[config.mk]
export PLATFORM = sky130hd
export DESIGN_NAME = conv_window_feeder
export DESIGN_NICKNAME = d
export VERILOG_FILES = /design/src/rtl/conv_feeder_pkg.sv /design/src/rtl/conv_sobel_postproc.sv /design/src/rtl/conv_window_feeder.sv
export SDC_FILE = /design/constraint.sdc
export NUM_CORES = 1
export LEC_CHECK = 0
export ABC_AREA = 0
export BUFFER_PORTS_ARGS = -buffer_cell sky130_fd_sc_hd__buf_2
export CORE_MARGIN = 5
export CORE_UTILIZATION = 30
export CTS_CLUSTER_DIAMETER = 60
export DETAILED_ROUTE_END_ITERATION = 10
export PLACE_DENSITY = 0.58
export SLEW_MARGIN = 20
export SYNTH_ARGS = -nofsm -noshare
export SYNTH_HDL_FRONTEND = slang
export SYNTH_SLANG_ARGS = --single-unit
[constraint.sdc]
create_clock -name i_clk -period 3.69 [get_ports i_clk]
set_input_delay 0.738 -clock i_clk [delete_from_list [all_inputs] [get_ports i_clk]]
set_output_delay 0.738 -clock i_clk [all_outputs]
set_load 0.01 [all_outputs]
[src/rtl/conv_feeder_pkg.sv]
// Shared constants and state type for the convolution window feeder.
package conv_feeder_pkg;

    localparam int unsigned OUT_BASE_W    = 13;
    localparam int unsigned SUM_W         = OUT_BASE_W + 4;
    localparam int unsigned SEQ_OFFSET    = 11;
    localparam int unsigned IDLE_COE_ADDR = 7;
    localparam int unsigned RND_CONST     = 8;
    localparam int unsigned RND_SHIFT     = 4;
    localparam int unsigned SAT_LIMIT     = 255;
    localparam int unsigned WIN_LAST      = 15;

    typedef enum logic [2:0] {
        ST_IDLE,
        ST_FETCH,
        ST_DRAIN,
        ST_CAPTURE,
        ST_OUT
    } state_t;

endpackage

[src/rtl/conv_sobel_postproc.sv]
// Post-processing of one accumulated sum into an 8-bit result.
//   i_sum   : two's-complement accumulator sum
//   i_mode  : 1 = sobel (|s| saturated), 0 = conv ((s+8)>>>4 clamped to 0..255)
//   o_res_c : combinational result
module conv_sobel_postproc
    import conv_feeder_pkg::*;
#(
    parameter int unsigned IN_W  = SUM_W,
    parameter int unsigned OUT_W = 8
) (
    input  logic [IN_W-1:0]  i_sum,
    input  logic             i_mode,
    output logic [OUT_W-1:0] o_res_c
);

    // One extra bit so that +8 and negation of the most negative sum cannot overflow.
    logic signed [IN_W:0] sum_x;
    logic signed [IN_W:0] rnd;
    logic signed [IN_W:0] shf;
    logic signed [IN_W:0] mag;
    logic signed [IN_W:0] val;

    always_comb begin
        sum_x = $signed({i_sum[IN_W-1], i_sum});
        rnd   = sum_x + $signed((IN_W+1)'(RND_CONST));
        shf   = rnd >>> RND_SHIFT;
        mag   = sum_x[IN_W] ? -sum_x : sum_x;
        val   = i_mode ? mag : shf;
        if (val[IN_W]) begin
            o_res_c = '0;
        end else if (val > $signed((IN_W+1)'(SAT_LIMIT))) begin
            o_res_c = OUT_W'(SAT_LIMIT);
        end else begin
            o_res_c = val[OUT_W-1:0];
        end
    end

endmodule

[src/rtl/conv_window_feeder.sv]
// Walks a 4x4 window of the image SRAM, streams pixels with coefficient
// mode/address and clear into the 2x2 accumulator, then captures and
// post-processes the four sums onto a valid/ready result port.
//   i_clk, i_rst          : clock, synchronous active-high reset
//   i_start/i_mode/i_org_*: job request, mode and signed window origin
//   o_busy                : high outside IDLE
//   o_sram_cen/addr, i_sram_data : SRAM read port (1-cycle latency)
//   o_pix_data, o_coe_mode_addr, o_clear : accumulator feed
//   i_sum_*               : accumulator sums
//   o_valid/i_ready/o_res_* : result handshake
module conv_window_feeder
    import conv_feeder_pkg::*;
#(
    parameter int unsigned DATA_WIDTH = 8,
    parameter int unsigned OUT_DATA_W = OUT_BASE_W,
    parameter int unsigned IMG_W      = 8,
    parameter int unsigned ADDR_W     = 6
) (
    input  logic                    i_clk,
    input  logic                    i_rst,
    input  logic                    i_start,
    input  logic                    i_mode,
    input  logic [3:0]              i_org_row,
    input  logic [3:0]              i_org_col,
    output logic                    o_busy,
    output logic                    o_sram_cen,
    output logic [ADDR_W-1:0]       o_sram_addr,
    input  logic [DATA_WIDTH-1:0]   i_sram_data,
    output logic [DATA_WIDTH-1:0]   o_pix_data,
    output logic [4:0]              o_coe_mode_addr,
    output logic                    o_clear,
    input  logic [OUT_DATA_W+3:0]   i_sum_ul,
    input  logic [OUT_DATA_W+3:0]   i_sum_ur,
    input  logic [OUT_DATA_W+3:0]   i_sum_ll,
    input  logic [OUT_DATA_W+3:0]   i_sum_lr,
    output logic                    o_valid,
    input  logic                    i_ready,
    output logic [DATA_WIDTH-1:0]   o_res_ul,
    output logic [DATA_WIDTH-1:0]   o_res_ur,
    output logic [DATA_WIDTH-1:0]   o_res_ll,
    output logic [DATA_WIDTH-1:0]   o_res_lr
);

    localparam int unsigned LOG_W   = $clog2(IMG_W);
    localparam int unsigned COORD_W = 6;

    state_t          state, state_n;
    logic [3:0]      k, k_n;
    logic            mode_q;
    logic [3:0]      org_row_q, org_col_q;
    logic            al_vld, al_vld_n;
    logic            al_pad;
    logic            latch, capture, issue;
    logic            busy_n, valid_n, clear_n;
    logic [4:0]      coe_n;
    logic [3:0]      iss_k, iss_org_r, iss_org_c;
    logic [COORD_W-1:0] iss_row, iss_col;
    logic            iss_pad;
    logic [ADDR_W-1:0] iss_addr;
    logic [DATA_WIDTH-1:0] pp_ul, pp_ur, pp_ll, pp_lr;

    // Next state and next registered-output values.
    always_comb begin
        state_n   = state;
        k_n       = k;
        latch     = 1'b0;
        capture   = 1'b0;
        issue     = 1'b0;
        iss_k     = k + 4'd1;
        iss_org_r = org_row_q;
        iss_org_c = org_col_q;
        busy_n    = 1'b1;
        valid_n   = 1'b0;
        clear_n   = 1'b0;
        al_vld_n  = 1'b0;
        coe_n     = {mode_q, 4'(IDLE_COE_ADDR)};
        case (state)
            ST_IDLE: begin
                busy_n  = 1'b0;
                clear_n = 1'b1;
                if (i_start) begin
                    state_n   = ST_FETCH;
                    k_n       = '0;
                    latch     = 1'b1;
                    busy_n    = 1'b1;
                    issue     = 1'b1;
                    iss_k     = '0;
                    iss_org_r = i_org_row;
                    iss_org_c = i_org_col;
                end
            end
            ST_FETCH: begin
                // Coefficient address for the pixel whose read data lands next cycle.
                al_vld_n = 1'b1;
                coe_n    = {mode_q, k + 4'(SEQ_OFFSET)};
                if (k == 4'(WIN_LAST)) begin
                    state_n = ST_DRAIN;
                end else begin
                    k_n   = k + 4'd1;
                    issue = 1'b1;
                end
            end
            ST_DRAIN: begin
                state_n = ST_CAPTURE;
            end
            ST_CAPTURE: begin
                state_n = ST_OUT;
                valid_n = 1'b1;
                clear_n = 1'b1;
                capture = 1'b1;
            end
            ST_OUT: begin
                clear_n = 1'b1;
                valid_n = 1'b1;
                if (i_ready) begin
                    state_n = ST_IDLE;
                    valid_n = 1'b0;
                    busy_n  = 1'b0;
                end
            end
            default: begin
                state_n = ST_IDLE;
            end
        endcase
    end

    // Pixel coordinate of the read being issued; negative values wrap high and fail the range test.
    always_comb begin
        iss_row  = {{(COORD_W-4){iss_org_r[3]}}, iss_org_r} + COORD_W'(iss_k[3:2]);
        iss_col  = {{(COORD_W-4){iss_org_c[3]}}, iss_org_c} + COORD_W'(iss_k[1:0]);
        iss_pad  = (iss_row >= COORD_W'(IMG_W)) || (iss_col >= COORD_W'(IMG_W));
        iss_addr = ADDR_W'({iss_row[LOG_W-1:0], iss_col[LOG_W-1:0]});
    end

    // State register.
    always_ff @(posedge i_clk) begin
        if (i_rst) begin
            state <= ST_IDLE;
            k     <= '0;
        end else begin
            state <= state_n;
            k     <= k_n;
        end
    end

    // Job context, read-data alignment and registered outputs.
    always_ff @(posedge i_clk) begin
        if (i_rst) begin
            mode_q          <= 1'b0;
            org_row_q       <= '0;
            org_col_q       <= '0;
            al_vld          <= 1'b0;
            al_pad          <= 1'b1;
            o_busy          <= 1'b0;
            o_valid         <= 1'b0;
            o_clear         <= 1'b1;
            o_sram_cen      <= 1'b1;
            o_sram_addr     <= '0;
            o_coe_mode_addr <= '0;
            o_res_ul        <= '0;
            o_res_ur        <= '0;
            o_res_ll        <= '0;
            o_res_lr        <= '0;
        end else begin
            if (latch) begin
                mode_q    <= i_mode;
                org_row_q <= i_org_row;
                org_col_q <= i_org_col;
            end
            al_vld          <= al_vld_n;
            // A suppressed read is exactly a padded cell.
            al_pad          <= o_sram_cen;
            o_busy          <= busy_n;
            o_valid         <= valid_n;
            o_clear         <= clear_n;
            o_coe_mode_addr <= coe_n;
            if (issue) begin
                o_sram_cen <= iss_pad;
                if (!iss_pad) begin
                    o_sram_addr <= iss_addr;
                end
            end else begin
                o_sram_cen <= 1'b1;
            end
            if (capture) begin
                o_res_ul <= pp_ul;
                o_res_ur <= pp_ur;
                o_res_ll <= pp_ll;
                o_res_lr <= pp_lr;
            end
        end
    end

    assign o_pix_data = (al_vld && !al_pad) ? i_sram_data : '0;

    conv_sobel_postproc #(.IN_W(OUT_DATA_W + 4), .OUT_W(DATA_WIDTH)) u_pp_ul (
        .i_sum(i_sum_ul), .i_mode(mode_q), .o_res_c(pp_ul)
    );
    conv_sobel_postproc #(.IN_W(OUT_DATA_W + 4), .OUT_W(DATA_WIDTH)) u_pp_ur (
        .i_sum(i_sum_ur), .i_mode(mode_q), .o_res_c(pp_ur)
    );
    conv_sobel_postproc #(.IN_W(OUT_DATA_W + 4), .OUT_W(DATA_WIDTH)) u_pp_ll (
        .i_sum(i_sum_ll), .i_mode(mode_q), .o_res_c(pp_ll)
    );
    conv_sobel_postproc #(.IN_W(OUT_DATA_W + 4), .OUT_W(DATA_WIDTH)) u_pp_lr (
        .i_sum(i_sum_lr), .i_mode(mode_q), .o_res_c(pp_lr)
    );

endmodule

==> flow_metrics.py <==
metrics = {
    "synthesis": {
        "synth_edf_count": 0,
        "ys_top_cells_by_count": "nand2_1 (77), nor2_1 (69), dfxtp_1 (65)",
        "synthXorXnorAreaFrac_pct": 10.7,
        "synth_seq_cells": 65,
        "syn_inst": 751,
        "synth_top_cell_by_area": "dfxtp_1",
        "synth_nets": 860,
        "synth_compound_area_share_pct": 20.9,
        "ys.flop_type": "dfxtp_1",
        "ys_seq_area_share_pct": 23.1,
        "async_flop_share_pct": 0,
        "synth_top_family_by_area": "simple AND/OR/NAND/NOR gates",
        "syn_area_per_cell_um2": 7.49,
        "yosysUniqueCellTypes": 64,
        "yosys-top-cells-area": "dfxtp_1 (23%), xnor2_1 (6.4%), nand2_1 (5.1%)",
        "yosysWarnings": 0,
        "yosys.area_share.adder_pct": 4.71,
        "yosysTopAreaCellShare_pct": 23.1,
        "synth_area_um2": 5630,
        "synth_simple_gate_area_share_pct": 29.1,
        "synthMuxAreaShare_pct": 5.94,
        "yosys.cell_count.top_type": "nand2_1",
    },
    "clock_tree": {
        "root_buffer": "clkbuf_16",
        "numCtsBuffers": 9,
        "hold_buffers": 0,
        "htreeDepth": 3,
        "cts_tree": "yes",
        "post_cts_buffers": 0,
        "cts_resized": 0,
        "insertion_delay_ns": 0.33,
        "clock_sinks": 65,
        "clk_pin_slew_ns": 0.05,
        "clock_path_buffers": 2,
    },
    "sta": {
        "worst_slew_pin_slew_ns": 0.691,
        "finalSetupTns_ns": 0,
        "fin_crit_ns": 3.11,
        "setup_slack_ns": 0.578,
        "setup_viol": 0,
        "rsz0062_at_grt": "false",
        "min_period_over_period_pct": 84.3,
        "whs_ns": 0.448,
        "relSlewSlack_pct": 53.7,
        "fin_skew_ns": 0.00584,
        "finalMaxSlewViolations": 0,
        "fmax_mhz": 321,
        "hold_viol": 0,
    },
    "power": {
        "p_per_area_nw_per_um2": 329,
        "switchingPower_mw": 0.666,
        "p_sw_share_pct": 29.6,
        "p_clk_share_pct": 41.2,
        "intPower_mw": 1.59,
        "finalPower_mw": 2.25,
        "p_leak_nw": 2.97,
        "combPwrFrac_pct": 24.7,
        "seqPwrFrac_pct": 34.1,
        "peakVddDrop_v": 0.000186,
    },
    "placed_design": {
        "port_buffers": 143,
        "pre_cts_ws_ns": 0.262,
        "place_congestion": 0.838,
        "dp.final_hpwl_mm": 12.5,
    },
    "route": {
        "remaining_drc_errors": 0,
        "wl_mm": 16.5,
        "viasPerCell": 5.19,
        "vias": 5718,
        "dr.first_iter.drc_count": 353,
        "first_pass_iters": 5,
        "wire_per_inst_um": 14.9,
        "ant_nets": 0,
    },
    "die": {
        "die_w_um": 147,
        "start_util_pct": 30.3,
        "core_um2": 18600,
        "die_area_um2": 21600,
        "die_height_um": 147,
        "io_pins": 144,
        "row_count": 50,
    },
    "global_route": {
        "grt_pass1_vias": 5256,
        "grt_pass1_wl_mm": 26.8,
        "track_usage_pct": 14.7,
        "antenna_found_initial": 0,
        "grt_overflow_total": 0,
        "grt_start_max_net_pins": 50,
    },
    "finish": {
        "fin_nets": 971,
        "num_antenna_cells": 0,
        "fin_util_pct": 36.9,
        "drive_above_1_share_pct": 23.2,
        "syn2layout_area_growth_pct": 21.8,
    },
    "flow_run": {
        "cap_viol_max_count": 0,
    },
    "setup_path": {
        "arrival_ns": 3.31,
        "startpoint_type": "input pin",
        "cp-end-kind": "flop",
        "crit_type": "in -> reg",
        "cp.required_ns": 3.89,
        "worstPathMaxFanout": 6,
    },
    "run_status": {
        "status": "completed",
    },
    "hold_path": {
        "hold_path.class": "reg -> reg",
    },
}
==> critical path: stages <==
cell and delay [ns]:
buf_2 0.13, inv_1 0.06, ha_1 0.15, nor3b_1 0.50, a31oi_1 0.20, o41ai_1 0.39
a21oi_1 0.13, o311ai_0 0.41, buf_4 0.20, o311a_1 0.29, nand3_1 0.10
==> cells by family after synthesis <==
| kind of cell | count (synthesis) |
|---|---|
| muxes | 32 |
| adders and majority gates | 20 |
| and+or+nand+nor | 313 |
| xor gates and xnor gates | 69 |
| DFF | 65 |
| AOI/OAI and AO/OA | 171 |
| buffers and inverters | 81 |
==> power groups by stage <==
stage | Combinational (mW) | Sequential [mW] | Clock [mW]
finish | 0.556 | 0.769 | 0.928
global placement | 0.558 | 0.785 | 0
global route | 0.622 | 0.775 | 0.983
CTS | 0.559 | 0.769 | 0.959
detailed placement | 0.556 | 0.784 | 0
floorplan | 0.357 | 0.789 | 0
==> path summary, 6_finish.rpt <==
check                                         startpoint                           to  slack, ns  cells after the start
worst max-delay path                         i_sum_ur[0]     o_res_ur[5]$_SDFFE_PP0P_       0.58                     11
worst min-delay path            o_res_ll[6]$_SDFFE_PP0P_     o_res_ll[6]$_SDFFE_PP0P_       0.45                      1
worst max register to register     state[2]$_SDFFE_PP0P_  o_sram_addr[0]$_SDFFE_PP0P_       0.63                      8
worst min register to register  o_res_ll[6]$_SDFFE_PP0P_     o_res_ll[6]$_SDFFE_PP0P_       0.45                      1
==> area by class of cell <==
cell class,instances,area (um2)
Clock inverter,5,86.3
Timing Repair Buffer,155,806
Sequential cell,65,1300
Fill cell,1964,11700
Tap cell,234,293
Multi-Input combinational cell,605,4030
Inverter,26,97.6
Clock buffer,11,243
==> cell usage in the layout (no fill, tap or decap), drive strengths merged, types with 3 or more instances in the layout <==
| cell type | synthesis | layout |
|---|---|---|
| buf | 8 | 155 |
| a221oi | 6 | 6 |
| nand4 | 16 | 16 |
| nor4 | 11 | 11 |
| xor2 | 28 | 28 |
| o31ai | 11 | 11 |
| or4 | 5 | 5 |
| and3 | 6 | 6 |
| clkbuf | 47 | 11 |
| o2111ai | 3 | 3 |
| a32oi | 4 | 4 |
| mux2i | 21 | 21 |
| nand3 | 31 | 31 |
| mux2 | 11 | 11 |
| nand2 | 77 | 77 |
| or3 | 12 | 12 |
| and4 | 3 | 3 |
| xnor2 | 41 | 41 |
| nor3 | 18 | 18 |
| dfxtp | 65 | 65 |
| o311ai | 4 | 4 |
| nor2 | 69 | 69 |
| nand3b | 4 | 4 |
| nor2b | 15 | 15 |
| a21o | 9 | 9 |
| nand2b | 4 | 4 |
| a22oi | 10 | 10 |
| and2 | 13 | 13 |
| a31oi | 24 | 24 |
| or3b | 4 | 4 |
| o211ai | 11 | 11 |
| o21ai | 28 | 28 |
| or2 | 6 | 6 |
| o31a | 4 | 4 |
| a21oi | 36 | 36 |
| o41ai | 6 | 6 |
| inv | 26 | 27 |
| ha | 18 | 18 |
| nor4b | 5 | 5 |
| or4b | 7 | 7 |
==> state kept, by name, summed over array words and instances (netlist names) <==
name and flops:
o_res_ll 8, o_coe_mode_addr 5, o_res_ur 8, o_clear 1
mode_q 1, o_res_lr 8, al_vld 1, o_valid 1
org_row_q 4, state 3, o_sram_addr 6, org_col_q 4
o_sram_cen 1, o_res_ul 8, k 4, o_busy 1
al_pad 1
==> per-layer routing <==
layer	vias to the layer above	global-route usage, %	part of all wire, %
li1	2946	-	-
met1	2643	20.5	48
met2	117	24.0	47
met3	12	1.94	3.5
met4	0	3.82	1.2
met5	-	0	0
==> through the flow <==
step                      std cells  instance area, um2
after CTS                      1101                6850
after global routing           1101                6850
after detailed placement       1085                6520
after floorplan                 751                5630
final                          1101                6850
after global placement         1085                6520
No activity file was read; power rests on OpenSTA's default activity.
